File: config.mk
export PLATFORM = sky130hd
export DESIGN_NAME = tile_blitter_flat
export DESIGN_NICKNAME = d
export VERILOG_FILES = /design/src/rtl/tile_gfx_pkg.sv /design/src/rtl/tile_blitter_if.sv /design/src/rtl/tile_xy_counter.sv /design/src/rtl/tile_blitter.sv /design/src/flat_wrapper.sv
export SDC_FILE = /design/constraint.sdc
export NUM_CORES = 1
export LEC_CHECK = 0
export CELL_PAD_IN_SITES_DETAIL_PLACEMENT = 1
export CELL_PAD_IN_SITES_GLOBAL_PLACEMENT = 1
export CORE_MARGIN = 8
export CORE_UTILIZATION = 38
export CTS_CLUSTER_DIAMETER = 150
export DETAILED_ROUTE_END_ITERATION = 10
export GPL_ROUTABILITY_DRIVEN = 0
export GPL_TIMING_DRIVEN = 0
export PLACE_DENSITY = 0.88
export SLEW_MARGIN = 20
export SYNTH_ARGS = -nofsm -noshare
export SYNTH_HDL_FRONTEND = slang
export SYNTH_SLANG_ARGS = --single-unit
File: constraint.sdc
create_clock -name clock -period 5 [get_ports clock]
set_input_delay 0.75 -clock clock [delete_from_list [all_inputs] [get_ports clock]]
set_output_delay 0.75 -clock clock [all_outputs]
set_load 0.005 [all_outputs]
File: src/rtl/tile_gfx_pkg.sv
`default_nettype none
// tile_gfx_pkg: shared definitions for the tile/sprite rendering blocks.
// Rev 1.0 - walk-state encoding, default geometry, clog2 helper.

package tile_gfx_pkg;

  typedef enum logic [1:0] {
    ST_IDLE  = 2'b00,
    ST_FETCH = 2'b01,
    ST_PLOT  = 2'b10,
    ST_DONE  = 2'b11
  } state_e;

  localparam int DEF_TILE_W   = 8;
  localparam int DEF_TILE_H   = 8;
  localparam int DEF_SCREEN_W = 160;
  localparam int DEF_SCREEN_H = 120;
  localparam int DEF_COLOR_W  = 3;

  function automatic int clog2(input int value);
    int r;
    r = 0;
    while ((1 << r) < value) r++;
    return r;
  endfunction

endpackage

`default_nettype wire

File: src/rtl/tile_blitter_if.sv
`default_nettype none
// tile_blitter_if: draw request, tile ROM and frame-buffer plot signals.
// Rev 1.0 - master = host/ROM side, slave = blitter side.

interface tile_blitter_if import tile_gfx_pkg::*; #(
  parameter int TILE_W    = DEF_TILE_W,
  parameter int TILE_H    = DEF_TILE_H,
  parameter int TILE_ID_W = 4,
  parameter int X_W       = 8,
  parameter int Y_W       = 7,
  parameter int COLOR_W   = DEF_COLOR_W
) ();

  localparam int ADDR_W = TILE_ID_W + clog2(TILE_W * TILE_H);

  logic                 draw;
  logic [TILE_ID_W-1:0] tile_id;
  logic [X_W-1:0]       origin_x;
  logic [Y_W-1:0]       origin_y;
  logic [ADDR_W-1:0]    rom_addr;
  logic [COLOR_W-1:0]   rom_data;
  logic                 plot;
  logic [X_W-1:0]       plot_x;
  logic [Y_W-1:0]       plot_y;
  logic [COLOR_W-1:0]   plot_color;
  logic                 busy;
  logic                 drawDone;

  modport master (
    output draw, tile_id, origin_x, origin_y, rom_data,
    input  rom_addr, plot, plot_x, plot_y, plot_color, busy, drawDone
  );

  modport slave (
    input  draw, tile_id, origin_x, origin_y, rom_data,
    output rom_addr, plot, plot_x, plot_y, plot_color, busy, drawDone
  );

endinterface

`default_nettype wire

File: src/rtl/tile_xy_counter.sv
`default_nettype none
// tile_xy_counter: 2-D raster walk over a W x H block, cx fastest.
// Rev 1.0 - clear has priority over step; last flags the final cell.

module tile_xy_counter import tile_gfx_pkg::*; #(
  parameter int W = DEF_TILE_W,
  parameter int H = DEF_TILE_H
) (
  input  wire logic                clock,
  input  wire logic                resetn,
  input  wire logic                clear_i,
  input  wire logic                step_i,
  output logic [clog2(W)-1:0]      cx_o,
  output logic [clog2(H)-1:0]      cy_o,
  output logic                     last_o
);

  localparam int CX_W = clog2(W);
  localparam int CY_W = clog2(H);

  logic [CX_W-1:0] cx_q, cx_d;
  logic [CY_W-1:0] cy_q, cy_d;

  always_comb begin
    cx_d = cx_q;
    cy_d = cy_q;
    if (clear_i) begin
      cx_d = '0;
      cy_d = '0;
    end else if (step_i) begin
      if (cx_q == CX_W'(W - 1)) begin
        cx_d = '0;
        cy_d = (cy_q == CY_W'(H - 1)) ? '0 : cy_q + 1'b1;
      end else begin
        cx_d = cx_q + 1'b1;
      end
    end
  end

  always_ff @(posedge clock or negedge resetn) begin
    if (!resetn) begin
      cx_q <= '0;
      cy_q <= '0;
    end else begin
      cx_q <= cx_d;
      cy_q <= cy_d;
    end
  end

  assign cx_o   = cx_q;
  assign cy_o   = cy_q;
  assign last_o = (cx_q == CX_W'(W - 1)) && (cy_q == CY_W'(H - 1));

endmodule

`default_nettype wire

File: src/rtl/tile_blitter.sv
`default_nettype none
// tile_blitter: walks a tile from a synchronous ROM and plots it with screen-edge clipping.
// Rev 1.0 - optional colour-key transparency under `TRANSPARENCY_EN.

module tile_blitter import tile_gfx_pkg::*; #(
  parameter int TILE_W    = DEF_TILE_W,
  parameter int TILE_H    = DEF_TILE_H,
  parameter int TILE_ID_W = 4,
  parameter int X_W       = 8,
  parameter int Y_W       = 7,
  parameter int SCREEN_W  = DEF_SCREEN_W,
  parameter int SCREEN_H  = DEF_SCREEN_H,
  parameter int COLOR_W   = DEF_COLOR_W,
  parameter int KEY_COLOR = 0
) (
  input  wire logic      clock,
  input  wire logic      resetn,
  tile_blitter_if.slave  bus
);

  localparam int CX_W = clog2(TILE_W);
  localparam int CY_W = clog2(TILE_H);

  state_e               state_q;
  logic [TILE_ID_W-1:0] tile_q;
  logic [X_W-1:0]       ox_q;
  logic [Y_W-1:0]       oy_q;
  logic                 plot_q;
  logic                 busy_q;
  logic                 done_q;

  logic [CX_W-1:0]      cx;
  logic [CY_W-1:0]      cy;
  logic                 last;
  logic                 clear;
  logic                 step;
  logic [X_W:0]         sum_x;
  logic [Y_W:0]         sum_y;
  logic                 in_bounds;
  logic                 key_hit;

  assign clear = (state_q == ST_IDLE) && bus.draw;
  assign step  = (state_q == ST_PLOT) && !last;

  tile_xy_counter #(
    .W (TILE_W),
    .H (TILE_H)
  ) u_xy (
    .clock   (clock),
    .resetn  (resetn),
    .clear_i (clear),
    .step_i  (step),
    .cx_o    (cx),
    .cy_o    (cy),
    .last_o  (last)
  );

  // One extra bit keeps the carry so wrapped coordinates still clip.
  assign sum_x     = (X_W+1)'(ox_q) + (X_W+1)'(cx);
  assign sum_y     = (Y_W+1)'(oy_q) + (Y_W+1)'(cy);
  assign in_bounds = (sum_x < (X_W+1)'(SCREEN_W)) && (sum_y < (Y_W+1)'(SCREEN_H));

`ifdef TRANSPARENCY_EN
  assign key_hit = (bus.rom_data == COLOR_W'(KEY_COLOR));
`else
  logic [COLOR_W-1:0] key_unused;
  assign key_unused = COLOR_W'(KEY_COLOR);
  assign key_hit    = 1'b0;
`endif

  always_ff @(posedge clock or negedge resetn) begin
    if (!resetn) begin
      state_q <= ST_IDLE;
      tile_q  <= '0;
      ox_q    <= '0;
      oy_q    <= '0;
      plot_q  <= 1'b0;
      busy_q  <= 1'b0;
      done_q  <= 1'b0;
    end else begin
      unique case (state_q)
        ST_IDLE: begin
          done_q <= 1'b0;
          if (bus.draw) begin
            tile_q  <= bus.tile_id;
            ox_q    <= bus.origin_x;
            oy_q    <= bus.origin_y;
            busy_q  <= 1'b1;
            state_q <= ST_FETCH;
          end
        end
        ST_FETCH: begin
          // The clip decision is known a cycle early; ROM data lands with PLOT.
          plot_q  <= in_bounds;
          state_q <= ST_PLOT;
        end
        ST_PLOT: begin
          plot_q <= 1'b0;
          if (last) begin
            busy_q  <= 1'b0;
            done_q  <= 1'b1;
            state_q <= ST_DONE;
          end else begin
            state_q <= ST_FETCH;
          end
        end
        ST_DONE: begin
          done_q  <= 1'b0;
          state_q <= ST_IDLE;
        end
        default: state_q <= ST_IDLE;
      endcase
    end
  end

  assign bus.rom_addr   = {tile_q, cy, cx};
  assign bus.plot       = plot_q & ~key_hit;
  assign bus.plot_x     = sum_x[X_W-1:0];
  assign bus.plot_y     = sum_y[Y_W-1:0];
  assign bus.plot_color = bus.rom_data;
  assign bus.busy       = busy_q;
  assign bus.drawDone   = done_q;

endmodule

`default_nettype wire

File: src/flat_wrapper.sv
// flat-port wrapper written by rule: the top's interface ports become plain ports
module tile_blitter_flat import tile_gfx_pkg::*;
#(
  parameter int TILE_W    = DEF_TILE_W,
  parameter int TILE_H    = DEF_TILE_H,
  parameter int TILE_ID_W = 4,
  parameter int X_W       = 8,
  parameter int Y_W       = 7,
  parameter int SCREEN_W  = DEF_SCREEN_W,
  parameter int SCREEN_H  = DEF_SCREEN_H,
  parameter int COLOR_W   = DEF_COLOR_W,
  parameter int KEY_COLOR = 0
)
  (clock, resetn, bus_draw, bus_tile_id, bus_origin_x, bus_origin_y, bus_rom_data, bus_rom_addr, bus_plot, bus_plot_x, bus_plot_y, bus_plot_color, bus_busy, bus_drawDone);
  tile_blitter_if #(.TILE_W(TILE_W), .TILE_H(TILE_H), .TILE_ID_W(TILE_ID_W), .X_W(X_W), .Y_W(Y_W), .COLOR_W(COLOR_W)) bus_i ();
  input  wire logic clock;
  input  wire logic resetn;
  input wire logic [$bits(bus_i.draw)-1:0] bus_draw;
  input wire logic [$bits(bus_i.tile_id)-1:0] bus_tile_id;
  input wire logic [$bits(bus_i.origin_x)-1:0] bus_origin_x;
  input wire logic [$bits(bus_i.origin_y)-1:0] bus_origin_y;
  input wire logic [$bits(bus_i.rom_data)-1:0] bus_rom_data;
  output wire logic [$bits(bus_i.rom_addr)-1:0] bus_rom_addr;
  output wire logic [$bits(bus_i.plot)-1:0] bus_plot;
  output wire logic [$bits(bus_i.plot_x)-1:0] bus_plot_x;
  output wire logic [$bits(bus_i.plot_y)-1:0] bus_plot_y;
  output wire logic [$bits(bus_i.plot_color)-1:0] bus_plot_color;
  output wire logic [$bits(bus_i.busy)-1:0] bus_busy;
  output wire logic [$bits(bus_i.drawDone)-1:0] bus_drawDone;
  assign bus_i.draw = bus_draw;
  assign bus_i.tile_id = bus_tile_id;
  assign bus_i.origin_x = bus_origin_x;
  assign bus_i.origin_y = bus_origin_y;
  assign bus_i.rom_data = bus_rom_data;
  assign bus_rom_addr = bus_i.rom_addr;
  assign bus_plot = bus_i.plot;
  assign bus_plot_x = bus_i.plot_x;
  assign bus_plot_y = bus_i.plot_y;
  assign bus_plot_color = bus_i.plot_color;
  assign bus_busy = bus_i.busy;
  assign bus_drawDone = bus_i.drawDone;
  tile_blitter #(.TILE_W(TILE_W), .TILE_H(TILE_H), .TILE_ID_W(TILE_ID_W), .X_W(X_W), .Y_W(Y_W), .SCREEN_W(SCREEN_W), .SCREEN_H(SCREEN_H), .COLOR_W(COLOR_W), .KEY_COLOR(KEY_COLOR)) u_core (.clock(clock), .resetn(resetn), .bus(bus_i));
endmodule
-- Word level (Yosys, flattened, before mapping)
Index checks and enable logic that the tools add are counted.
- flip-flop bits (word level): 30
- latch bits: 0
- bits in writable memories: 0
- memory bits (read-only): 0
- output and inout port bits: 31
- word-level logic and storage cells: 54
- memories: 0
- $add $sub $neg: 4
- $mul: 0
- div/mod/pow operators: 0
- $lt $le $gt $ge: 2
- equal/unequal tests: 7
- shift-type cells: 0
- mux-type cells: 16
- bitwise operators: 0
- reduce and logical (&&, ||, !) cells: 16
- operator list (kind ; number):
    2-to-1 mux 3 bit ; 7
    nonzero test 2 bit ; 5
    adder 8 x 3 -> 9 bit ; 1
    less-than comparator 9 x 8 -> 1 bit (second input constant) ; 1
    adder 7 x 3 -> 8 bit ; 1
    less-than comparator 8 x 7 -> 1 bit (second input constant) ; 1
    one-hot mux 2 bit (4 select lines) ; 1
    adder 3 x 1 -> 3 bit (second input constant) ; 2
    equality test 3 bit (second input constant) ; 2
    one-hot mux 1 bit (2 select lines) ; 3
    AND reduction 2 bit ; 3
    equality test 2 bit (second input constant) ; 2
    logical AND 1 bit ; 4
    2-to-1 mux 2 bit ; 2
    2-to-1 mux 1 bit ; 3
    AND reduction 3 bit ; 1
    equality test 2 x 1 -> 1 bit (second input constant) ; 1
    logical NOT 2 bit ; 1
    != test 2 x 1 -> 1 bit (second input constant) ; 1
    != test 2 bit (second input constant) ; 1
    OR reduction 2 bit ; 1
    logical NOT 1 bit ; 1

-- Logic depth before layout (Yosys ltp)
Gate-level depths: netlist (run 1).
- word-level depth: 6
- mapped depth: 8
- depth with buffers taken out: 8

-- Modules after synthesis
Synthesis (run 1) repeated with hierarchy kept, for this count alone.
- cells, all modules: 154
- area, all modules: 1779.2 µm²
- by module, submodules not included (module ; times used ; cells an instance ; area each (µm²)):
    tile_blitter ; 1 ; 126 ; 1440.1
    tile_xy_counter ; 1 ; 28 ; 339.1

-- Least setup slack after synthesis (run 1)
OpenSTA, ideal clock, no wires.
- path type: register to output
- from: reg u_core.u_xy.cy_q[0] (netlist: u_core.u_xy.cy_o[0])
- to: out bus_plot_y[6]
- arrival time: 1.466 ns
- slack: 2.784 ns
- stages on the path, launching flop included: 6
- path buffers: 0
- path through: dfrtp_1 > ha_1 > fa_1 > a21o_1 > nand4_1 > xnor2_1
- longest elaborated chain between the ends: 1
- ends and longest elaborated chain (item ; line ; RTL):
    start, declared ; tile_xy_counter.sv:22 ; logic [CY_W-1:0] cy_q, cy_d;
    start signal, assigned ; tile_xy_counter.sv:46 ; cy_q <= cy_d;
    adder 7 x 3 -> 8 bit ; tile_blitter.sv:60 ; assign sum_y = (Y_W+1)'(oy_q) + (Y_W+1)'(cy);
    end, declared ; flat_wrapper.sv:26 ; output wire logic [$bits(bus_i.plot_y)-1:0] bus_plot_y;
Every way passes these cells.

-- Worst setup path in the final report (run 1)
- from: reg u_core.u_xy.cx_q[0] (netlist: u_core.u_xy.cx_o[0])
- to: out bus_plot_x[4]
- longest elaborated chain between the ends: 1
- ends and longest elaborated chain (item ; line ; RTL):
    start, declared ; tile_xy_counter.sv:21 ; logic [CX_W-1:0] cx_q, cx_d;
    start signal, assigned ; tile_xy_counter.sv:42 ; cx_q <= '0;
    start signal, assigned ; tile_xy_counter.sv:45 ; cx_q <= cx_d;
    adder 8 x 3 -> 9 bit ; tile_blitter.sv:59 ; assign sum_x = (X_W+1)'(ox_q) + (X_W+1)'(cx);
    end, declared ; flat_wrapper.sv:25 ; output wire logic [$bits(bus_i.plot_x)-1:0] bus_plot_x;
Every way passes these cells.

==> results of run 1 <==
-- synth_stat cells --
cell	count
and3_1	1
o21a_2	1
a21boi_0	1
nor2_1	9
nand4_1	3
or3_1	1
mux2_2	18
a21oi_1	7
nand4b_1	1
o21a_1	1
o2111ai_1	1
nor2b_1	1
fa_1	2
a2111oi_2	1
o211a_1	1
buf_4	3
and2_1	1
nand2_1	12
xor2_1	5
a31oi_1	2
inv_1	10
ha_1	13
dfrtp_1	30
o32ai_1	1
a21o_1	4
nand3b_1	2
clkbuf_1	2
nand3_1	3
a22oi_1	1
o21ai_0	9
buf_2	3
xnor2_1	7
mux2i_1	2
and4_1	1
-- flip-flops by register name, summed over array words and instances (netlist names) --
name                 cells
u_core.u_xy.cx_o         3
u_core.bus.busy          1
u_core.ox_q              8
u_core.state_q           2
u_core.oy_q              7
u_core.u_xy.cy_o         3
u_core.bus.plot          1
u_core.tile_q            4
u_core.bus.drawDone      1
-- per-stage QoR --
stage          instance area (um2)  hold slack [ns]  cells  total power [mW]  setup WS (ns)
5_1_grt                       2402           0.5303    272             1.519          1.666
4_1_cts                       2402           0.5150    272             1.428          1.797
3_3_place_gp                  2316           0.4842    264             1.176          2.183
6_report                      2402           0.5033    272             1.406          1.829
3_5_place_dp                  2311           0.4912    264             1.202          2.159
2_1_floorplan                 1730           0.4544    160            0.8285          2.784
-- worst paths after layout --
check	depth (start not counted)	endpoint	start
min	1	u_core.u_xy.cy_o[0]$_DFFE_PN0P_	resetn
max in group asynchronous	1	u_core.oy_q[2]$_DFFE_PN0P_	resetn
min in group clock	1	u_core.tile_q[1]$_DFFE_PN0P_	u_core.tile_q[1]$_DFFE_PN0P_
max	8	bus_plot_x[4]	u_core.u_xy.cx_o[0]$_DFFE_PN0P_
max reg2reg	8	u_core.bus.plot$_DFFE_PN0P_	u_core.u_xy.cx_o[0]$_DFFE_PN0P_
min reg2reg	1	u_core.tile_q[1]$_DFFE_PN0P_	u_core.tile_q[1]$_DFFE_PN0P_
-- routing by layer --
| layer | track usage (%) | share of wire [%] | vias to the layer above |
|---|---|---|---|
| li1 | - | - | 674 |
| met1 | 14.26 | 40 | 701 |
| met2 | 24.96 | 51 | 40 |
| met3 | 6.250 | 7.3 | 6 |
| met4 | 3.925 | 1.2 | 0 |
| met5 | 0 | 0 | - |
-- final cells by class --
cell class / count / area [um2] / share of cell area [%]
multi-input combinational: 112 / 897.1 / 37.34
tap: 52 / 65.06 / 2.708
inverter: 10 / 37.54 / 1.563
timing repair buffer: 52 / 515.5 / 21.46
sequential: 30 / 750.7 / 31.25
buffer: 8 / 45.04 / 1.875
clock buffer: 7 / 86.33 / 3.594
clock inverter: 1 / 5.005 / 0.2083
-- kinds of logic (layout without fill, tap and decap cells) --
kind of cell / count (synthesis) / count (layout)
simple gates: 35 / 35
compound gates: 30 / 30
flops: 30 / 30
mux: 20 / 20
buf+inv: 18 / 78
fa+ha+maj: 15 / 15
xor+xnor: 12 / 12
-- power breakdown --
group | total, mW | switching, mW | internal (mW)
combinational | 0.745 | 0.304 | 0.441
clock | 0.206 | 0.0953 | 0.111
sequential | 0.455 | 0.104 | 0.350
total | 1.41 | 0.503 | 0.903
==> results.py, run 1 <==
metrics = {
    "route": {
        "detail-route-antenna-nets": 0,
        "routedWlPerCell_um": 17.01,
        "vias_per_cell": 5.224,
        "dr.pass1.iters": 4,
        "drtIter0Drc": 65,
        "drcViolationCount": 0,
        "drt-total-wl_mm": 4.627,
        "num_vias": 1421,
    },
    "power_and_ir_drop": {
        "ir_worst_vdd_mv": 0.2912,
        "cellPowerDensity_nw_per_um2": 585.3,
        "power.static_leakage_nw": 1.097,
    },
    "finish": {
        "antenna_cells": 0,
        "drive_gt1_share_pct": 15.45,
        "fin_util_pct": 54.79,
        "area_delta_synth_final_pct": 38.83,
        "final_nets": 259,
        "fill_cells": 497,
        "most-common-layout-cells": "clkdlybuf4s50_1 (51), dfrtp_1 (30), mux2_2 (18)",
        "layout_commonest_cell": "clkdlybuf4s50_1",
    },
    "synth": {
        "ys_ff_latch": 30,
        "synth_top_area_share_pct": 43.38,
        "synthXorXnorAreaFrac_pct": 6.074,
        "ys_types": 34,
        "synth_fp_nets": 200,
        "syn_area_per_cell_um2": 10.82,
        "synth_compound_area_share_pct": 11.35,
        "synth_top_area_cell": "dfrtp_1",
        "syn_area_um2": 1730,
        "yosys.area_share.simple_pct": 9.834,
        "ys_warn_count": 0,
        "synthTopCellsByArea": "dfrtp_1 (43%), mux2_2 (12%), ha_1 (9.4%)",
        "synth_fa_ha_area_share_pct": 11.71,
        "synth_top_family_by_area": "multiplexers",
        "syn_inst": 160,
        "ys_seq_area_share_pct": 43.38,
        "yosys-mux-area-fraction_pct": 12.87,
    },
    "setup_path": {
        "path_class": "reg -> out",
        "cp_slowest_cell": "clkdlybuf4s50_1",
        "crit_required_ns": 4.25,
        "worst-path-buf-inv": 3,
        "crit_chain": "ha_1 > inv_1 > fa_1 > inv_1 > a21o_1 > nand2_1 > xnor2_1 > clkdlybuf4s50_1",
        "crit_path_start_kind": "flip-flop",
        "regToRegSetupSlack_ns": 3.03,
        "cpLargestDelayFamily": "buffers and inverters",
        "critical_path_arrival_ns": 2.42,
        "endpoint_kind": "output pin",
        "slowest_delay_ns": 0.52,
        "cp_common_cell": "inv_1",
        "crit_fanout": 5,
    },
    "clock_network": {
        "cts_max_level": 2,
        "cts_tree": "yes",
        "cts_num_sinks": 30,
        "cts_setup_buffers": 0,
        "cts_hold_buf": 0,
        "clkLatencyLatePin_ns": 0.29,
        "clockRootBuffer": "clkbuf_8",
        "clock_path_buffers": 2,
        "clkTransAtPathRegs_ns": 0.07,
        "cts_buffers": 5,
        "cts_resized": 0,
    },
    "sta": {
        "period_needed_ns": 3.171,
        "worst_slew_pin_slew_ns": 0.7040,
        "finalHoldViolCount": 0,
        "timing.setup.tns_ns": 0,
        "timing.fmax_mhz": 315.4,
        "final.period_utilization_pct": 63.41,
        "report.final.slew_viol_count": 0,
        "rsz0062_at_grt": "no",
        "finalSetupViolCount": 0,
        "maxSlewHeadroom_pct": 53.07,
        "clock_skew_ns": 0.004198,
    },
    "floorplanning": {
        "rows": 24,
        "start_util_pct": 39.47,
        "die_w_um": 83.48,
        "die_h_um": 83.48,
        "ioPinCount": 56,
        "fp.dieArea_um2": 6969,
        "coreArea_um2": 4384,
    },
    "run": {
        "maxCapViolCount": 0,
    },
    "placement": {
        "io_buffers": 52,
        "hpwl_mm": 3.418,
    },
    "global_routing": {
        "first_global_vias": 1665,
        "grt_antenna_before_repair": 0,
        "grtUsageTotal_pct": 13.95,
        "globalRouteOverflowTotal": 0,
        "grt_pass1_wl_mm": 8.010,
        "grt_max_degree": 31,
    },
    "run_status": {
        "outcome": "complete, no violations",
    },
    "min_path": {
        "hold_class": "in -> async",
    },
}
Power figures use the tool's default switching activity.
==> run 2, diff against run 1 <==
--- a/config.mk
+++ b/config.mk
@@ -8,12 +8,12 @@
 export CELL_PAD_IN_SITES_DETAIL_PLACEMENT = 1
 export CELL_PAD_IN_SITES_GLOBAL_PLACEMENT = 1
 export CORE_MARGIN = 8
-export CORE_UTILIZATION = 38
+export CORE_UTILIZATION = 35
 export CTS_CLUSTER_DIAMETER = 150
 export DETAILED_ROUTE_END_ITERATION = 10
 export GPL_ROUTABILITY_DRIVEN = 0
 export GPL_TIMING_DRIVEN = 0
-export PLACE_DENSITY = 0.88
+export PLACE_DENSITY = 0.82
 export SLEW_MARGIN = 20
 export SYNTH_ARGS = -nofsm -noshare
 export SYNTH_HDL_FRONTEND = slang
==> constraint.sdc (replaced) <==
create_clock -name clock -period 3.3 [get_ports clock]
set_input_delay 0.495 -clock clock [delete_from_list [all_inputs] [get_ports clock]]
set_output_delay 0.495 -clock clock [all_outputs]
set_load 0.005 [all_outputs]
==> run 2 against run 1 <==
Worst setup slack lost 1.4 ns. Final cell count grew 5.5%. Clock skew decreased by 0.0021 ns. Clock-buffer cell count shrank 2. Largest power group unchanged. Highest routed layer unchanged.
==> results.py, run 2 (same netlist as run 1, synthesis figures left out) <==
metrics = {
    "sta": {
        "maxSlewHeadroom_pct": 53.11,
        "clock_skew_ns": 0.002070,
        "timing.setup.tns_ns": 0,
        "final.period_utilization_pct": 87.74,
        "worst_slack_ns": 0.4044,
        "period_needed_ns": 2.896,
        "rsz0062_at_grt": "no",
        "finalSetupViolCount": 0,
        "timing.fmax_mhz": 345.4,
        "finalHoldViolCount": 0,
        "worst_slew_pin_slew_ns": 0.7034,
        "report.final.slew_viol_count": 0,
    },
    "finish": {
        "fill_cells": 529,
        "most-common-layout-cells": "clkdlybuf4s50_1 (51), dfrtp_1 (30), mux2_2 (18)",
        "layout_commonest_cell": "clkdlybuf4s50_1",
        "fin_util_pct": 51.29,
        "postLayoutCellArea_um2": 2439,
        "fin_cells": 287,
        "largest_register": "u_core.ox_q",
        "drive_gt1_share_pct": 15.91,
        "final_nets": 259,
        "area_delta_synth_final_pct": 40.93,
        "largest_reg_flops": 8,
        "reg_top3": "u_core.ox_q (8), u_core.oy_q (7), u_core.tile_q (4)",
        "antenna_cells": 0,
    },
    "clock_network": {
        "clkTransAtPathRegs_ns": 0.07,
        "clockRootBuffer": "clkbuf_8",
        "cts_tree": "yes",
        "cts_max_level": 2,
        "clock_path_buffers": 2,
        "cts_resized": 0,
        "cts_setup_buffers": 0,
        "cts_num_sinks": 30,
        "cts_hold_buf": 0,
        "clkLatencyLatePin_ns": 0.28,
        "cts_buffers": 5,
    },
    "floorplanning": {
        "fp.dieArea_um2": 7450,
        "die_h_um": 86.32,
        "ioPinCount": 56,
        "start_util_pct": 36.39,
        "coreArea_um2": 4755,
        "die_w_um": 86.32,
        "rows": 25,
    },
    "placement": {
        "dp_worst_setup_slack_ns": 0.6952,
        "io_buffers": 52,
        "hpwl_mm": 3.501,
        "place_area_um2": 2330,
        "dp.cells": 279,
    },
    "route": {
        "drcViolationCount": 0,
        "drtIter0Drc": 68,
        "drt-total-wl_mm": 4.554,
        "num_vias": 1399,
        "dr.pass1.iters": 4,
        "vias_per_cell": 4.875,
        "routedWlPerCell_um": 15.87,
        "detail-route-antenna-nets": 0,
    },
    "setup_path": {
        "critical_path_arrival_ns": 2.40,
        "cp_slowest_cell": "clkdlybuf4s50_1",
        "path_class": "reg -> out",
        "crit_fanout": 5,
        "cp_common_cell": "inv_1",
        "slowest_delay_ns": 0.53,
        "crit_required_ns": 2.80,
        "endpoint_kind": "output pin",
        "crit_chain": "ha_1 > inv_1 > fa_1 > inv_1 > a21o_1 > nand2_1 > xnor2_1 > clkdlybuf4s50_1",
        "crit_path_start_kind": "flip-flop",
    },
    "global_routing": {
        "grt_antenna_before_repair": 0,
        "globalRouteOverflowTotal": 0,
        "grt_max_degree": 31,
        "grtUsageTotal_pct": 13.38,
        "grt_pass1_wl_mm": 7.886,
        "first_global_vias": 1602,
    },
    "power_and_ir_drop": {
        "p_int_mw": 1.421,
        "power.static_leakage_nw": 1.107,
        "swShare_pct": 34.70,
        "p_switching_mw": 0.7551,
        "ir_worst_vdd_mv": 0.3841,
        "cellPowerDensity_nw_per_um2": 892.5,
        "pwr-share-clk_pct": 17.0,
        "p_comb_share_pct": 51.5,
        "p_seq_share_pct": 31.4,
    },
    "run_status": {
        "outcome": "complete, no violations",
    },
    "min_path": {
        "hold_class": "in -> async",
    },
    "run": {
        "maxCapViolCount": 0,
    },
}
-- run 2: cell count changes in the layout (fill, tap and decap cells not counted) --
cell / delta
clkbuf_1: -1
clkinv_2: +1
clkbuf_8: -1
bufinv_16: +1
-- run 2: layer usage --
metal	wire length, um	GRT usage [%]	share of wire [%]	up-vias
li1	-	-	-	671
met1	1845	14.69	41	686
met2	2290	23.02	50	36
met3	373	5.955	8.2	6
met4	44	3.286	0.97	0
met5	0	0	0	-
-- run 2: cell type report --
type,count,area (um2),share of cell area (%)
inverters,10,37.54,1.539
multi-input cells,112,897.1,36.79
clock buffers,5,68.82,2.822
well taps,67,83.83,3.438
flip-flops and latches,30,750.7,30.79
plain buffers,8,45.04,1.847
clock inverters,3,40.04,1.642
repair buffers,52,515.5,21.14
-- run 2: power groups by stage --
stage               logic (mW)  clock network [mW]  registers [mW]
floorplan                0.598                   0           0.657
global placement          1.11                   0           0.680
detailed placement        1.14                   0           0.693
CTS                       1.15               0.380           0.689
global route              1.25               0.397           0.719
finish                    1.12               0.371           0.684
-- run 2: metrics by stage --
stage	power, mW	hold slack, ns
CTS	2.218	0.2833
global route	2.368	0.3238
floorplan	1.255	0.1994
global placement	1.786	0.4845
finish	2.176	0.2546
detailed placement	1.836	0.4981
-- run 2: worst paths after layout --
check	startpoint	endpoint	slack, ns	cells past startpoint
setup / recovery	u_core.u_xy.cx_o[0]$_DFFE_PN0P_	bus_plot_x[6]	0.40	8
hold / removal	resetn	u_core.u_xy.cy_o[0]$_DFFE_PN0P_	0.25	1
setup reg to reg	u_core.u_xy.cx_o[0]$_DFFE_PN0P_	u_core.bus.plot$_DFFE_PN0P_	1.30	7
hold reg to reg	u_core.bus.drawDone$_DFFE_PN0P_	u_core.bus.drawDone$_DFFE_PN0P_	0.51	1
max in group asynchronous	resetn	u_core.oy_q[2]$_DFFE_PN0P_	2.59	1
min in group clock	u_core.bus.drawDone$_DFFE_PN0P_	u_core.bus.drawDone$_DFFE_PN0P_	0.51	1
-- run 2: worst max-delay path, delay by kind of cell (launching register included) --
family	cells	cell delay [ns]
adder cells (fa/ha/maj)	2	0.63
flip-flops	1	0.42
AND/OR/NAND/NOR	1	0.08
buffers and inverters	3	0.69
XOR/XNOR	1	0.14
AO/OA/AOI/OAI	1	0.15
==> patch 1: new RTL, config.mk and constraints of run 2 <==
`X_W` is set to 8 in 3 places; all go to 6.
--- a/src/rtl/tile_blitter_if.sv
+++ b/src/rtl/tile_blitter_if.sv
@@ -7,5 +7,5 @@
   parameter int TILE_H    = DEF_TILE_H,
   parameter int TILE_ID_W = 4,
-  parameter int X_W       = 8,
+  parameter int X_W       = 6,
   parameter int Y_W       = 7,
   parameter int COLOR_W   = DEF_COLOR_W
--- a/src/rtl/tile_blitter.sv
+++ b/src/rtl/tile_blitter.sv
@@ -7,5 +7,5 @@
   parameter int TILE_H    = DEF_TILE_H,
   parameter int TILE_ID_W = 4,
-  parameter int X_W       = 8,
+  parameter int X_W       = 6,
   parameter int Y_W       = 7,
   parameter int SCREEN_W  = DEF_SCREEN_W,
--- a/src/flat_wrapper.sv
+++ b/src/flat_wrapper.sv
@@ -5,5 +5,5 @@
   parameter int TILE_H    = DEF_TILE_H,
   parameter int TILE_ID_W = 4,
-  parameter int X_W       = 8,
+  parameter int X_W       = 6,
   parameter int Y_W       = 7,
   parameter int SCREEN_W  = DEF_SCREEN_W,
Ports: changed (resized bus_origin_x and bus_plot_x); port bits go from 56 to 52. No check against the original RTL was run, so the function may have changed too.
==> patch 1 against run 2 <==
Area after synthesis shrank 7.9%. Routed wire length shrank 5.9%. Worst setup slack worse by 0.12 ns. Total power is 21% lower. Design area down 10%. Clock power decreased by 42%. Sequential cell count down 2. Global-route usage shrank 0.95 points. Critical path type unchanged. Largest power group unchanged.
==> patch 1: results (changes against run 2) <==
[place]
placed_area_um2 = 2135  ; was 2330 um2
hpwl_mm = 3.505  ; was 3.501 mm
port_buffers = 48  ; was 52
dp_cells = 244  ; was 279
dpl_worst_slack_ns = 0.6019  ; was 0.6952 ns

[worst_setup_path]
rrSetupSlack_ns = 1.33  ; was 1.30 ns
path_class = reg2out  ; unchanged
arrival_ns = 2.52  ; was 2.40 ns
r2r_start = u_core.u_xy.cy_o[0]$_DFFE_PN0P_  ; was u_core.u_xy.cx_o[0]$_DFFE_PN0P_
worstPathMaxFanout = 4  ; was 5
crit_family = adder cells  ; was buffers and inverters

[route]
wl_per_cell_um = 17.28  ; was 15.87 um
viasPerCell = 5.089  ; was 4.875
wl_met3_um = 284  ; was 373 um
route.met2.wl_mm = 2.346  ; was 2.290 mm
wl_met1_mm = 1.604  ; was 1.845 mm
dr.first_iter.drc_count = 41  ; was 68

[clocking]
clk-insertion-delay-late_ns = 0.28  ; about the same
cts.clk_slew.worst_paths_ns = 0.10  ; was 0.07 ns
htreeDepth = 1  ; was 2
cts_buffers = 3  ; was 5

[power_and_ir_drop]
p_per_area_nw_per_um2 = 787.7  ; was 892.5 nW/um2
p_leak_uw = 0.0009671  ; was 0.001107 uW
comb_power_uw = 905  ; was 1120 uW
power_frac_clock = 0.126  ; was 0.170
peakVddDrop_v = 0.0003856  ; was 0.0003841 V
p_sw_uw = 591.2  ; was 755.1 uW

[cells_and_area]
clock_area_frac = 0.02514  ; was 0.04464
stdcell_count = 248  ; was 287
reg_top3 = u_core.oy_q: 7 flops, u_core.ox_q: 6 flops, u_core.tile_q: 4 flops  ; was u_core.ox_q: 8 flops, u_core.oy_q: 7 flops, u_core.tile_q: 4 flops
drive_above_1_share = 0.1582  ; was 0.1591
seqCellArea_um2 = 700.7  ; was 750.7 um2
final_area_um2 = 2190  ; was 2439 um2
multi_input_area_share = 0.3646  ; was 0.3679
seq_cell_count = 28  ; was 30
nClkBuffers = 4  ; was 5
post-route-util = 0.4994  ; was 0.5129
n_all_buffers = 56  ; was 60
nNonClkInverters = 13  ; was 10
signal_buffer_area_fraction = 0.2383  ; was 0.2299
multi_input_gates = 95  ; was 112

[global_routing]
grt_max_degree = 29  ; was 31
grt_first_pass_wirelength_mm = 7.293  ; was 7.886 mm
met1_usage = 0.1223  ; was 0.1469
grt_util_all_layers = 0.1243  ; was 0.1338
use_met2 = 0.2440  ; was 0.2302
globalRouteMet3Util = 0.04199  ; was 0.05955

[status]
status = finished, final reports clean  ; unchanged

[yosys]
synth_common_cells = dfrtp_1 (28), mux2_2 (16), ha_1 (13)  ; was dfrtp_1 (30), mux2_2 (18), ha_1 (13)
synth_cells = 144  ; was 160
synth_nets = 182  ; was 200
ys_top_cells_by_area = dfrtp_1 (44%), mux2_2 (11%), ha_1 (10%)  ; was dfrtp_1 (43%), mux2_2 (12%), ha_1 (9.4%)
yosysSeqAreaShare = 0.4396  ; was 0.4338

[sta]
hold_slack_ns = 0.2353  ; was 0.2546 ns
maxSlewHeadroom = 0.5599  ; was 0.5311
fin_skew_ns = 0.006756  ; was 0.002070 ns

## patch 1: cell types whose count changed after synthesis, moves of 3 or more
cell	before	now
nand2_1	12	8
nor2_1	9	5
nor3_1	0	3
xor2_1	5	2
## patch 1: cell families (layout without fill, tap and decap cells)
kind of cell,after synthesis,in the layout,share of synthesized area
DFF,28,28,0.4396
and+or+nand+nor,28,28,0.08948
AOI/OAI and AO/OA,24,24,0.1036
buffers and inverters,21,73,0.05965
muxes,18,18,0.1256
adders and majority gates,15,15,0.1272
xor gates and xnor gates,10,10,0.05495
## patch 1: how the worst max path moves through the flow
stage                          endpoint  slack [ns]
after global placement    bus_plot_y[6]        0.64
after CTS                 bus_plot_y[6]        0.25
after detailed placement  bus_plot_y[6]        0.60
after floorplan           bus_plot_y[6]        1.27
final                     bus_plot_y[6]        0.28
after global routing      bus_plot_y[6]        0.05
==> patch 2: new RTL, settings of run 2 <==
Made on the original files. Make the reset (`resetn`) synchronous in 2 clocked blocks.
--- a/src/rtl/tile_xy_counter.sv
+++ b/src/rtl/tile_xy_counter.sv
@@ -38,5 +38,5 @@
   end
 
-  always_ff @(posedge clock or negedge resetn) begin
+  always_ff @(posedge clock) begin
     if (!resetn) begin
       cx_q <= '0;
--- a/src/rtl/tile_blitter.sv
+++ b/src/rtl/tile_blitter.sv
@@ -69,5 +69,5 @@
 `endif
 
-  always_ff @(posedge clock or negedge resetn) begin
+  always_ff @(posedge clock) begin
     if (!resetn) begin
       state_q <= ST_IDLE;
Behaviour: differs if resetn is asserted again (counterexample within 4 cycles, from zero or initial values and one cycle with resetn low); with resetn held inactive, the same outputs for 10 cycles.
==> patch 2 against run 2 <==
Worst setup slack lost 0.13 ns. Area after synthesis shrank 1.9%. Design area shrank 1.8%. First-iteration DRC count shrank 4.4%. Sequential share of layout area shrank 5.7 points. Clock skew grew 0.0014 ns. Global-route usage grew 0.57 points. Register-to-register slack lost 0.04 ns. Routed wire length grew 3.3%. Sequential cell count is the same.
Power is not compared: it rests on default switching activity, and its combinational part moved more than twofold at a synthesized area within 25%.
==> patch 2: results (changes against run 2) <==
[status]
status = finished, final reports clean  ; unchanged

[global_routing]
grt_first_pass_wirelength_mm = 8.197  ; was 7.886 mm
globalRouteMet3Util = 0.04107  ; was 0.05955
grt_max_degree = 11  ; was 31
met1_usage = 0.1553  ; was 0.1469
use_met2 = 0.2362  ; was 0.2302
grt_pass1_vias = 1746  ; was 1602
grt_util_all_layers = 0.1395  ; was 0.1338

[sta]
hold_viol_final = 0  ; unchanged
fin_skew_ns = 0.003496  ; was 0.002070 ns
hold_slack_ns = 0.4588  ; was 0.2546 ns
worstMarginPinSlew_ns = 0.5361  ; was 0.7034 ns

[route]
dr.first_iter.drc_count = 65  ; was 68
wl_met1_mm = 2.128  ; was 1.845 mm
via_count = 1575  ; was 1399
route.met2.wl_mm = 2.237  ; was 2.290 mm
wl_met3_um = 242  ; was 373 um
routed_wl_mm = 4.703  ; was 4.554 mm

[yosys]
synth_flop_cell = dfxtp_1  ; was dfrtp_1
synth_cell_types = 35  ; was 34
synth_cells = 202  ; was 160
synth_nets = 242  ; was 200
synth_xor_area_frac = 0.06190  ; was 0.06074
synthAdderAreaFrac = 0.1194  ; was 0.1171
ys_top_cells_by_area = dfxtp_1 (35%), nand2_1 (11%), ha_1 (9.6%)  ; was dfrtp_1 (43%), mux2_2 (12%), ha_1 (9.4%)
synthMuxAreaShare = 0.01179  ; was 0.1287
yosysSeqAreaShare = 0.3537  ; was 0.4338
synth-async-reset-ratio = 0  ; was 1.000
synth_common_cells = nand2_1 (48), dfxtp_1 (30), a21boi_1 (20)  ; was dfrtp_1 (30), mux2_2 (18), ha_1 (13)
synth_compound_area_frac = 0.2049  ; was 0.1135

[worst_setup_path]
rrSetupSlack_ns = 1.26  ; was 1.30 ns
r2r_start = u_core.u_xy.cx_o[0]$_SDFFE_PP0P_  ; was u_core.u_xy.cx_o[0]$_DFFE_PN0P_
r2r-end = u_core.bus.plot$_SDFFE_PN0P_  ; was u_core.bus.plot$_DFFE_PN0P_
arrival_ns = 2.53  ; was 2.40 ns
path_class = reg2out  ; unchanged
crit_family = adder cells  ; was buffers and inverters
reg2reg_depth = 8  ; was 7

[clocking]
cts_root_buffer = clkbuf_8  ; unchanged
htreeDepth = 2  ; unchanged

[power_and_ir_drop]
seq_power_share = 0.408
p_total_uw = 1048
p_leak_uw = 0.001002

[place]
port_buffers = 52  ; unchanged
dp_cells = 308  ; was 279
hpwl_mm = 3.708  ; was 3.501 mm
dpl_worst_slack_ns = 0.5734  ; was 0.6952 ns
placed_area_um2 = 2286  ; was 2330 um2

[cells_and_area]
stdcell_count = 316  ; was 287
n_fill_cell = 567  ; was 529
post-route-util = 0.5104  ; was 0.5129
reg_top3 = u_core.ox_q: 8 flops, u_core.oy_q: 7 flops, u_core.tile_q: 4 flops  ; unchanged
drive_above_1_share = 0.06107  ; was 0.1591
fin_nets = 301  ; was 259

[min_path]
hp-start = u_core.tile_q[3]$_SDFFE_PN0P_
hold_end = u_core.tile_q[3]$_SDFFE_PN0P_
hp-class = reg2reg  ; was in2async

patch 2: cell count changes in the layout (fill, tap and decap cells not counted), sizes merged, moves of 3 or more:
cell | run 2 | this run
mux2 | 18 | 0
clkbuf | 7 | 10
dfxtp | 0 | 30
nand2 | 12 | 48
a21boi | 1 | 20
inv | 10 | 7
dfrtp | 30 | 0
patch 2: area by class of cell:
cell class              count  area share
flip-flops and latches     30      0.2508
repair buffers             52      0.2173
inverters                   7     0.01097
well taps                  54     0.02821
clock buffers               5     0.02874
plain buffers              11     0.02560
clock inverters             3     0.01672
multi-input cells         154      0.4216
patch 2: how the worst max path moves through the flow:
stage | to | cells past startpoint | slack (ns)
after floorplan | bus_plot_x[4] | 6 | 1.26
after global placement | bus_plot_x[4] | 7 | 0.60
after detailed placement | bus_plot_x[4] | 7 | 0.57
after CTS | bus_plot_x[4] | 7 | 0.26
after global routing | bus_plot_x[4] | 7 | 0.08
final | bus_plot_x[4] | 7 | 0.27
